<file path="src/rtl/regfile_wb_arbiter_if.sv">
// Purpose: bundles the ALU/LSU writeback handshakes, the issue-stage hazard query and the array write port.
// Latency: none; wiring only.
// Backpressure: alu_ready/lsu_ready carry the arbiter's grants; WB_BYPASS_EN adds the forwarding outputs.
interface regfile_wb_arbiter_if;
    // ALU writeback request
    logic        alu_valid;
    logic [4:0]  alu_rd;
    logic [31:0] alu_data;
    logic        alu_ready;

    // LSU load-data writeback request
    logic        lsu_valid;
    logic [4:0]  lsu_rd;
    logic [31:0] lsu_data;
    logic        lsu_ready;

    // Issue stage: load dispatch and source operands
    logic        iss_load;
    logic [4:0]  iss_rd;
    logic [4:0]  rs1;
    logic [4:0]  rs2;
    logic        hazard;
    logic [31:0] busy_vec;

    // Register array write port
    logic        wer;
    logic [4:0]  rd;
    logic [31:0] register_data;

`ifdef WB_BYPASS_EN
    // Bypass of the pending registered write
    logic        rs1_fwd;
    logic        rs2_fwd;
    logic [31:0] fwd_data;
`endif

    // Execute units, issue stage and array side
    modport master (
        output alu_valid, alu_rd, alu_data,
        input  alu_ready,
        output lsu_valid, lsu_rd, lsu_data,
        input  lsu_ready,
        output iss_load, iss_rd, rs1, rs2,
        input  hazard, busy_vec,
`ifdef WB_BYPASS_EN
        input  rs1_fwd, rs2_fwd, fwd_data,
`endif
        input  wer, rd, register_data
    );

    // Writeback arbiter side
    modport slave (
        input  alu_valid, alu_rd, alu_data,
        output alu_ready,
        input  lsu_valid, lsu_rd, lsu_data,
        output lsu_ready,
        input  iss_load, iss_rd, rs1, rs2,
        output hazard, busy_vec,
`ifdef WB_BYPASS_EN
        output rs1_fwd, rs2_fwd, fwd_data,
`endif
        output wer, rd, register_data
    );
endinterface

</file>
<file path="src/rtl/regfile_wb_arbiter.sv">
// Purpose: arbitrates ALU/LSU writeback onto the 32x32 register array port and tracks in-flight loads (optional WB_BYPASS_EN forwarding).
// Latency: accept to wer is 1 cycle; ready and hazard are combinational.
// Backpressure: LSU has priority; an ALU refused MAX_WAIT cycles in a row wins one grant, and the loser holds its request.
module regfile_wb_arbiter #(
    parameter int MAX_WAIT = 3,
    parameter int CNT_W    = 4
) (
    input  logic                 clk,
    input  logic                 rst_n,
    regfile_wb_arbiter_if.slave  bus
);

    localparam logic [CNT_W-1:0] WAIT_LIMIT = CNT_W'(MAX_WAIT);

    logic [CNT_W-1:0] wait_cnt;
    logic             alu_prio;
    logic             alu_rdy;
    logic             lsu_rdy;
    logic             alu_xfer;
    logic             lsu_xfer;
    logic [4:0]       gnt_rd;
    logic [31:0]      gnt_data;

    logic             wer_q;
    logic [4:0]       rd_q;
    logic [31:0]      data_q;

    logic [31:0]      busy_q;
    logic [31:0]      busy_nxt;

    logic             pend1;
    logic             pend2;
    logic             busy_hit;
    logic             hazard_c;

    // ALU takes priority once it has waited MAX_WAIT consecutive cycles
    assign alu_prio = (wait_cnt == WAIT_LIMIT);

    // Grant selection: one ready at most per cycle
    always_comb begin
        alu_rdy = 1'b0;
        lsu_rdy = 1'b0;
        if (alu_prio) begin
            alu_rdy = bus.alu_valid;
            lsu_rdy = bus.lsu_valid & ~bus.alu_valid;
        end else begin
            lsu_rdy = bus.lsu_valid;
            alu_rdy = bus.alu_valid & ~bus.lsu_valid;
        end
    end

    assign alu_xfer = bus.alu_valid & alu_rdy;
    assign lsu_xfer = bus.lsu_valid & lsu_rdy;

    // Mux the granted request onto the write stage input
    always_comb begin
        gnt_rd   = 5'd0;
        gnt_data = 32'd0;
        if (alu_xfer) begin
            gnt_rd   = bus.alu_rd;
            gnt_data = bus.alu_data;
        end else if (lsu_xfer) begin
            gnt_rd   = bus.lsu_rd;
            gnt_data = bus.lsu_data;
        end
    end

    // Registered write stage; x0 writes are accepted but never enable the array
    always_ff @(posedge clk or negedge rst_n) begin
        if (!rst_n) begin
            wer_q  <= 1'b0;
            rd_q   <= 5'd0;
            data_q <= 32'd0;
        end else if (alu_xfer || lsu_xfer) begin
            wer_q  <= (gnt_rd != 5'd0);
            rd_q   <= gnt_rd;
            data_q <= gnt_data;
        end else begin
            wer_q  <= 1'b0;
        end
    end

    // Count consecutive ALU refusals, saturating at the limit
    always_ff @(posedge clk or negedge rst_n) begin
        if (!rst_n) begin
            wait_cnt <= '0;
        end else if (!bus.alu_valid || alu_xfer) begin
            wait_cnt <= '0;
        end else if (wait_cnt != WAIT_LIMIT) begin
            wait_cnt <= wait_cnt + 1'b1;
        end
    end

    // Scoreboard update: clear on load return, then set on load issue so set wins
    always_comb begin
        busy_nxt = busy_q;
        if (lsu_xfer) begin
            busy_nxt[bus.lsu_rd] = 1'b0;
        end
        if (bus.iss_load && (bus.iss_rd != 5'd0)) begin
            busy_nxt[bus.iss_rd] = 1'b1;
        end
        busy_nxt[0] = 1'b0;
    end

    // Scoreboard state
    always_ff @(posedge clk or negedge rst_n) begin
        if (!rst_n) begin
            busy_q <= 32'd0;
        end else begin
            busy_q <= busy_nxt;
        end
    end

    // RAW detection against in-flight loads and the not-yet-landed registered write
    always_comb begin
        pend1    = wer_q & (rd_q == bus.rs1) & (bus.rs1 != 5'd0);
        pend2    = wer_q & (rd_q == bus.rs2) & (bus.rs2 != 5'd0);
        busy_hit = (busy_q[bus.rs1] & (bus.rs1 != 5'd0)) |
                   (busy_q[bus.rs2] & (bus.rs2 != 5'd0));
`ifdef WB_BYPASS_EN
        hazard_c = busy_hit;
`else
        hazard_c = busy_hit | pend1 | pend2;
`endif
    end

    assign bus.alu_ready     = alu_rdy;
    assign bus.lsu_ready     = lsu_rdy;
    assign bus.hazard        = hazard_c;
    assign bus.busy_vec      = busy_q;
    assign bus.wer           = wer_q;
    assign bus.rd            = rd_q;
    assign bus.register_data = data_q;

`ifdef WB_BYPASS_EN
    assign bus.rs1_fwd  = pend1;
    assign bus.rs2_fwd  = pend2;
    assign bus.fwd_data = data_q;
`endif

endmodule
</file>
<file path="src/flat_wrapper.sv">
// flat-port wrapper written by rule: the top's interface ports become plain ports
module regfile_wb_arbiter_flat 
#(
    parameter int MAX_WAIT = 3,
    parameter int CNT_W    = 4
)
  (clk, rst_n, bus_alu_valid, bus_alu_rd, bus_alu_data, bus_alu_ready, bus_lsu_valid, bus_lsu_rd, bus_lsu_data, bus_lsu_ready, bus_iss_load, bus_iss_rd, bus_rs1, bus_rs2, bus_hazard, bus_busy_vec, bus_wer, bus_rd, bus_register_data);
  regfile_wb_arbiter_if bus_i ();
  input  logic clk;
  input  logic rst_n;
  input wire logic [$bits(bus_i.alu_valid)-1:0] bus_alu_valid;
  input wire logic [$bits(bus_i.alu_rd)-1:0] bus_alu_rd;
  input wire logic [$bits(bus_i.alu_data)-1:0] bus_alu_data;
  output wire logic [$bits(bus_i.alu_ready)-1:0] bus_alu_ready;
  input wire logic [$bits(bus_i.lsu_valid)-1:0] bus_lsu_valid;
  input wire logic [$bits(bus_i.lsu_rd)-1:0] bus_lsu_rd;
  input wire logic [$bits(bus_i.lsu_data)-1:0] bus_lsu_data;
  output wire logic [$bits(bus_i.lsu_ready)-1:0] bus_lsu_ready;
  input wire logic [$bits(bus_i.iss_load)-1:0] bus_iss_load;
  input wire logic [$bits(bus_i.iss_rd)-1:0] bus_iss_rd;
  input wire logic [$bits(bus_i.rs1)-1:0] bus_rs1;
  input wire logic [$bits(bus_i.rs2)-1:0] bus_rs2;
  output wire logic [$bits(bus_i.hazard)-1:0] bus_hazard;
  output wire logic [$bits(bus_i.busy_vec)-1:0] bus_busy_vec;
  output wire logic [$bits(bus_i.wer)-1:0] bus_wer;
  output wire logic [$bits(bus_i.rd)-1:0] bus_rd;
  output wire logic [$bits(bus_i.register_data)-1:0] bus_register_data;
  assign bus_i.alu_valid = bus_alu_valid;
  assign bus_i.alu_rd = bus_alu_rd;
  assign bus_i.alu_data = bus_alu_data;
  assign bus_alu_ready = bus_i.alu_ready;
  assign bus_i.lsu_valid = bus_lsu_valid;
  assign bus_i.lsu_rd = bus_lsu_rd;
  assign bus_i.lsu_data = bus_lsu_data;
  assign bus_lsu_ready = bus_i.lsu_ready;
  assign bus_i.iss_load = bus_iss_load;
  assign bus_i.iss_rd = bus_iss_rd;
  assign bus_i.rs1 = bus_rs1;
  assign bus_i.rs2 = bus_rs2;
  assign bus_hazard = bus_i.hazard;
  assign bus_busy_vec = bus_i.busy_vec;
  assign bus_wer = bus_i.wer;
  assign bus_rd = bus_i.rd;
  assign bus_register_data = bus_i.register_data;
  regfile_wb_arbiter #(.MAX_WAIT(MAX_WAIT), .CNT_W(CNT_W)) u_core (.clk(clk), .rst_n(rst_n), .bus(bus_i));
endmodule
</file>
<file path="config.mk">
export PLATFORM = sky130hd
export DESIGN_NAME = regfile_wb_arbiter_flat
export DESIGN_NICKNAME = d
export VERILOG_FILES = /design/src/rtl/regfile_wb_arbiter_if.sv /design/src/rtl/regfile_wb_arbiter.sv /design/src/flat_wrapper.sv
export SDC_FILE = /design/constraint.sdc
export NUM_CORES = 1
export LEC_CHECK = 0
export ABC_AREA = 1
export ABC_CLOCK_PERIOD_IN_PS = 3100
export BUFFER_PORTS_ARGS = -buffer_cell sky130_fd_sc_hd__buf_2
export CORE_MARGIN = 4
export CORE_UTILIZATION = 50
export DETAILED_ROUTE_END_ITERATION = 8
export HOLD_SLACK_MARGIN = 0.1
export PLACE_DENSITY_LB_ADDON = 0.1
export REMOVE_ABC_BUFFERS = 1
export SYNTH_ARGS = -nofsm -noshare
export SYNTH_HDL_FRONTEND = slang
export SYNTH_SLANG_ARGS = --single-unit
</file>
<file path="constraint.sdc">
create_clock -name clk -period 3.1 [get_ports clk]
set_input_delay 0.155 -clock clk [delete_from_list [all_inputs] [get_ports clk]]
set_output_delay 0.155 -clock clk [all_outputs]
set_load 0.01 [all_outputs]
</file>
# Word level (Yosys, flattened, before mapping)
# Cells that the tools add are included.
# Widths: inputs -> output; s select.
[totals]
regBits = 73
out_inout_bits = 73
[op_classes]
n_reduce_logical = 11
bitwise = 18
n_eq_ne = 4
muxes = 19
magnitude_cmp = 6
n_addsub = 1
[op_table]
columns = ["op", "n"]
rows = [
  ["$mux 32", 4],
  ["$and 32x32->32", 1],
  ["$not 32->32", 1],
  ["$or 32x32->32", 1],
  ["$lt 5x6->1 const B", 4],
  ["$reduce_bool 5->1", 4],
  ["$and 1x1->1", 10],
  ["$bmux 1 s5", 2],
  ["$demux 1 s5", 2],
  ["$eq 5x5->1", 2],
  ["$ge 5x1->1 const B", 2],
  ["$mux 5", 2],
  ["$mux 4", 2],
  ["$mux 1", 7],
  ["$add 4x1->4 const B", 1],
  ["$eq 4x2->1 const B", 1],
  ["$ne 4x2->1 const B", 1],
  ["$logic_and 1x1->1", 3],
  ["$or 1x1->1", 3],
  ["$logic_or 1x1->1", 2],
  ["$not 1->1", 2],
  ["$reduce_bool 2->1", 1],
  ["$logic_not 1->1", 1],
]

# Longest topological paths before layout
[logic_depth]
word_depth = 9
mapped_depth = 10
depth_no_buf = 9

# Least setup slack after synthesis
# OpenSTA, ideal clock, no wires.
[synth_timing]
path_type = "register to register"
from = "register u_core.wait_cnt[0]"
to = "register u_core.wer_q, in the netlist u_core.bus.wer"
arrival_ns = 1.292
slack_ns = 1.679
required_time_ns = 2.972
path_buffers = 1
path_stages_with_launch = 11
setup_ns = 0.128
period_less_slack_ns = 1.421
cell_sequence = "dfrtp_1 -> ha_1 -> nand3_2 -> nand2_4 -> nand2_1 -> inv_2 -> buf_6 -> nand2_2 -> o21ai_2 -> nor3_2 -> nand3_1"
[synth_between]
elab_chain_len = 7
elab_cells_between_ends = 10
cone_classes = "eq/ne (1); mux (5); bitwise (2); reduce/logical (2)"
[synth_rtl]
columns = ["item", "line_no", "text"]
rows = [
  ["start: declaration", "regfile_wb_arbiter.sv:15", "logic [CNT_W-1:0] wait_cnt;"],
  ["start signal: assignment", "regfile_wb_arbiter.sv:90", "wait_cnt <= wait_cnt + 1'b1;"],
  ["$eq 4x2->1 (*)", "regfile_wb_arbiter.sv:37", "assign alu_prio = (wait_cnt == WAIT_LIMIT);"],
  ["$mux 1", "regfile_wb_arbiter.sv:43", "if (alu_prio) begin"],
  ["$and 1x1->1", "regfile_wb_arbiter.sv:53", "assign lsu_xfer = bus.lsu_valid & lsu_rdy;"],
  ["$mux 5", "regfile_wb_arbiter.sv:62", "end else if (lsu_xfer) begin"],
  ["$mux 5", "regfile_wb_arbiter.sv:59", "if (alu_xfer) begin"],
  ["$reduce_bool 5->1", "regfile_wb_arbiter.sv:75", "wer_q <= (gnt_rd != 5'd0);"],
  ["$mux 1 (*)", "regfile_wb_arbiter.sv:74", "end else if (alu_xfer || lsu_xfer) begin"],
  ["end signal: assignment", "regfile_wb_arbiter.sv:75", ""],
  ["end: declaration", "regfile_wb_arbiter.sv:24", "logic wer_q;"],
]
# Every way passes the cells marked *; elsewhere a longest branch is shown, timed or not.
# A chain may end at the register's enable or synchronous reset.

# Worst setup path after layout
[layout_timing]
from = "register u_core.wait_cnt[0]"
to = "register u_core.data_q[6], in the netlist u_core.bus.register_data[6]"
[layout_between]
elab_chain_len = 5
elab_cells_between_ends = 8
cone_classes = "eq/ne (1); mux (4); bitwise (2); reduce/logical (1)"
[layout_rtl]
columns = ["item", "line_no", "text"]
rows = [
  ["$eq 4x2->1 (*)", "regfile_wb_arbiter.sv:37", ""],
  ["$mux 1", "regfile_wb_arbiter.sv:43", ""],
  ["$and 1x1->1", "regfile_wb_arbiter.sv:53", ""],
  ["$mux 32", "regfile_wb_arbiter.sv:62", ""],
  ["$mux 32", "regfile_wb_arbiter.sv:59", ""],
  ["end signal: assignment", "regfile_wb_arbiter.sv:77", "data_q <= gnt_data;"],
  ["end: declaration", "regfile_wb_arbiter.sv:26", "logic [31:0] data_q;"],
]
# Marks and branches as above.

==> metrics <==
status=finished, final reports clean; Setup crit start kind=flip-flop; synth warn=0; pre-CTS WS=1242 ps; CTS tree=done; synthesis-to-finish area growth=41.29%; #FFs+latches synth=73; WP data required=3390 ps; WS Path Type=reg -> reg; Power Density=481.3 nW/um^2; vias per std cell=5.462; drt total wl=14440 um; Antenna diodes=0; Starting Density=0.5180; H-tree depth=3; CP max FO=25; Hold Path Class=in -> reg; Hold Vio Cnt, Final=0; input/output buffers=165; endpoints failing setup=0; Cell Count, Final, Fillers Out=875; initial antenna violation count=2; Detail Route Antenna Nets=0; Final Power=0.002736 W; die height=97.71 um; post-synth top area cell=dfrtp_1; Setup Fix Bufs, Post-CTS=0; width of the die=97.71 um; routability cong.=0.9180; WHS Path Cells=5; Slew Limit Fails=0; RSZ-0062 raised after global routing=false; worst-margin pin slew=642.3 ps; maxcap violations=0; slew margin rel.=0.5712; layout cell share with drive strength beyond 1=0.2561; Layout Nets=863; # DRC=0; Core Region=7767 um^2; ranking of synthesized cells by area=dfrtp_1 45%, nand2_1 15%, nand3_1 13%; leakage=2.943 nW; global route overflow=0; hpwl dp=9951 um; post-synth top area share=0.4540; setup TNS=0 ps; clock slew at reported path FFs=80 ps; latest clock arrival within the worst-skew pair=350 ps; boundary pin count=167; total track usage=0.3053; commonest non-fill, non-tap cell in the layout=buf_2; Clock Tree Buf Depth=2; Synth cell types=29; Mapped Cells=545; Final period util=0.7428; cts hold-fix bufs=65; FF-to-FF path depth=8; placed insts=794; first-pass GRT wire length=23600 um; full die area=9547 um^2; Tmin final=2303 ps; synthesized cell area=4024 um^2; vias in the first global route=4800; routed vias=4779; Hold EP=u_core.bus.wer; endpoint class of the critical path=flip-flop; Finished Core Util=0.7320; # resized after CTS=0; reg2reg start=u_core.wait_cnt[0]; CTS root buffer=clkbuf_8; CTS sink cnt=73; Initial DRT Pass Iterations=5; average size of a mapped cell=7.383 um^2; Max Fclk=434.3 MHz; setup slack after layout=797.3 ps; Reg2Reg Setup Slack=800 ps; DRT iter0 DRCs=343; post-synthesis sequential area ratio=0.4540; Cell Rows=32; Worst Path Arrival=2590 ps; Max Clock Skew=10.83 ps; clock buffer count from CTS=9; largest net degree at the start of global routing=45; VDD IR max=0.0003911 V; Routed WL per cell=16.51 um; most frequent cells in the layout=165 x buf_2, 162 x nand2_1, 101 x nand3_1, 73 x dfrtp_1, 70 x o21ai_0; R2R Path End=u_core.bus.register_data[6]; Worst Min Path Start=bus_alu_rd[0]
[final cells by class]
type	instances	area, um^2
repair buffers	234	1506
fillers	607	2082
inverters	58	217.7
clock buffers	10	127.6
multi-input cells	392	1837
clock inverters	6	42.54
flip-flops and latches	73	1827
well taps	102	127.6
[worst max path at each step]
| stage | startpoint | to | slack [ps] | cells past startpoint |
|---|---|---|---|---|
| floorplan | u_core.wait_cnt[0] | u_core.bus.busy_vec[10] | 1370 | 7 |
| detailed placement | u_core.wait_cnt[0] | u_core.bus.rd[2] | 1240 | 8 |
| global placement | u_core.wait_cnt[0] | u_core.bus.busy_vec[6] | 1350 | 7 |
| finish | u_core.wait_cnt[0] | u_core.bus.register_data[6] | 800 | 8 |
| CTS | u_core.wait_cnt[0] | u_core.bus.register_data[0] | 890 | 8 |
| global route | u_core.wait_cnt[0] | u_core.bus.register_data[6] | 700 | 8 |
[cell families (layout without fill, tap and decap cells)]
kind of cell	Yosys count	after routing	share of synthesized area
other	1	1	0.0009319
adders and majority gates	1	1	0.003109
buffers and inverters	80	308	0.09017
xor gates and xnor gates	2	2	0.004354
DFF	73	73	0.4540
and+or+nand+nor	293	293	0.3172
AOI/OAI and AO/OA	95	95	0.1303
[critical path, cell delays in order (launching register included)]
cell,delay [ps]
dfrtp_1,400
ha_1,250
nand3_2,100
nand2_4,80
inv_2,230
buf_4,350
nand2_1,140
nand3_1,130
dlygate4sd3_1,560
[Yosys cell counts, drive strengths merged]
master / instances
nand4: 4
conb: 1
dfrtp: 73
xor2: 2
or2: 1
o211ai: 7
buf: 19
ha: 1
a21oi: 4
inv: 57
o2111ai: 2
nor3: 1
clkinv: 1
nor2: 20
nand2: 164
o22ai: 7
nand3: 103
o21bai: 3
clkbuf: 3
o21ai: 72
[registers in the layout (all words and copies together), names as in the netlist]
| signal | cells |
|---|---|
| u_core.bus.busy_vec | 31 |
| u_core.bus.rd | 5 |
| u_core.bus.register_data | 32 |
| u_core.bus.wer | 1 |
| u_core.wait_cnt | 4 |
[layer usage]
| metal | GRT usage | part of all wire | up-vias | wire length [um] |
|---|---|---|---|---|
| li1 | - | - | 2244 | - |
| met4 | 0.1395 | 0.033 | 4 | 481 |
| met3 | 0.07322 | 0.090 | 50 | 1307 |
| met1 | 0.4056 | 0.40 | 2216 | 5770 |
| met5 | 0 | 0.0018 | - | 26 |
| met2 | 0.4744 | 0.47 | 265 | 6857 |
[where the power goes]
group	leakage [nW]	total, W	internal (W)	switching, W
registers	0.892	0.00124	0.00110	0.000142
logic	1.97	0.000838	0.000359	0.000479
clock network	0.0827	0.000661	0.000292	0.000369
total	2.94	0.00274	0.00175	0.000990
[stage by stage]
stage               hold slack (ps)  area, um^2
global placement              209.1        4865
global route                  125.5        5685
CTS                           116.6        5685
floorplan                    -140.6        3879
finish                        137.5        5685
detailed placement            207.0        4865
Note: power is estimated with default switching activity, not from simulation.
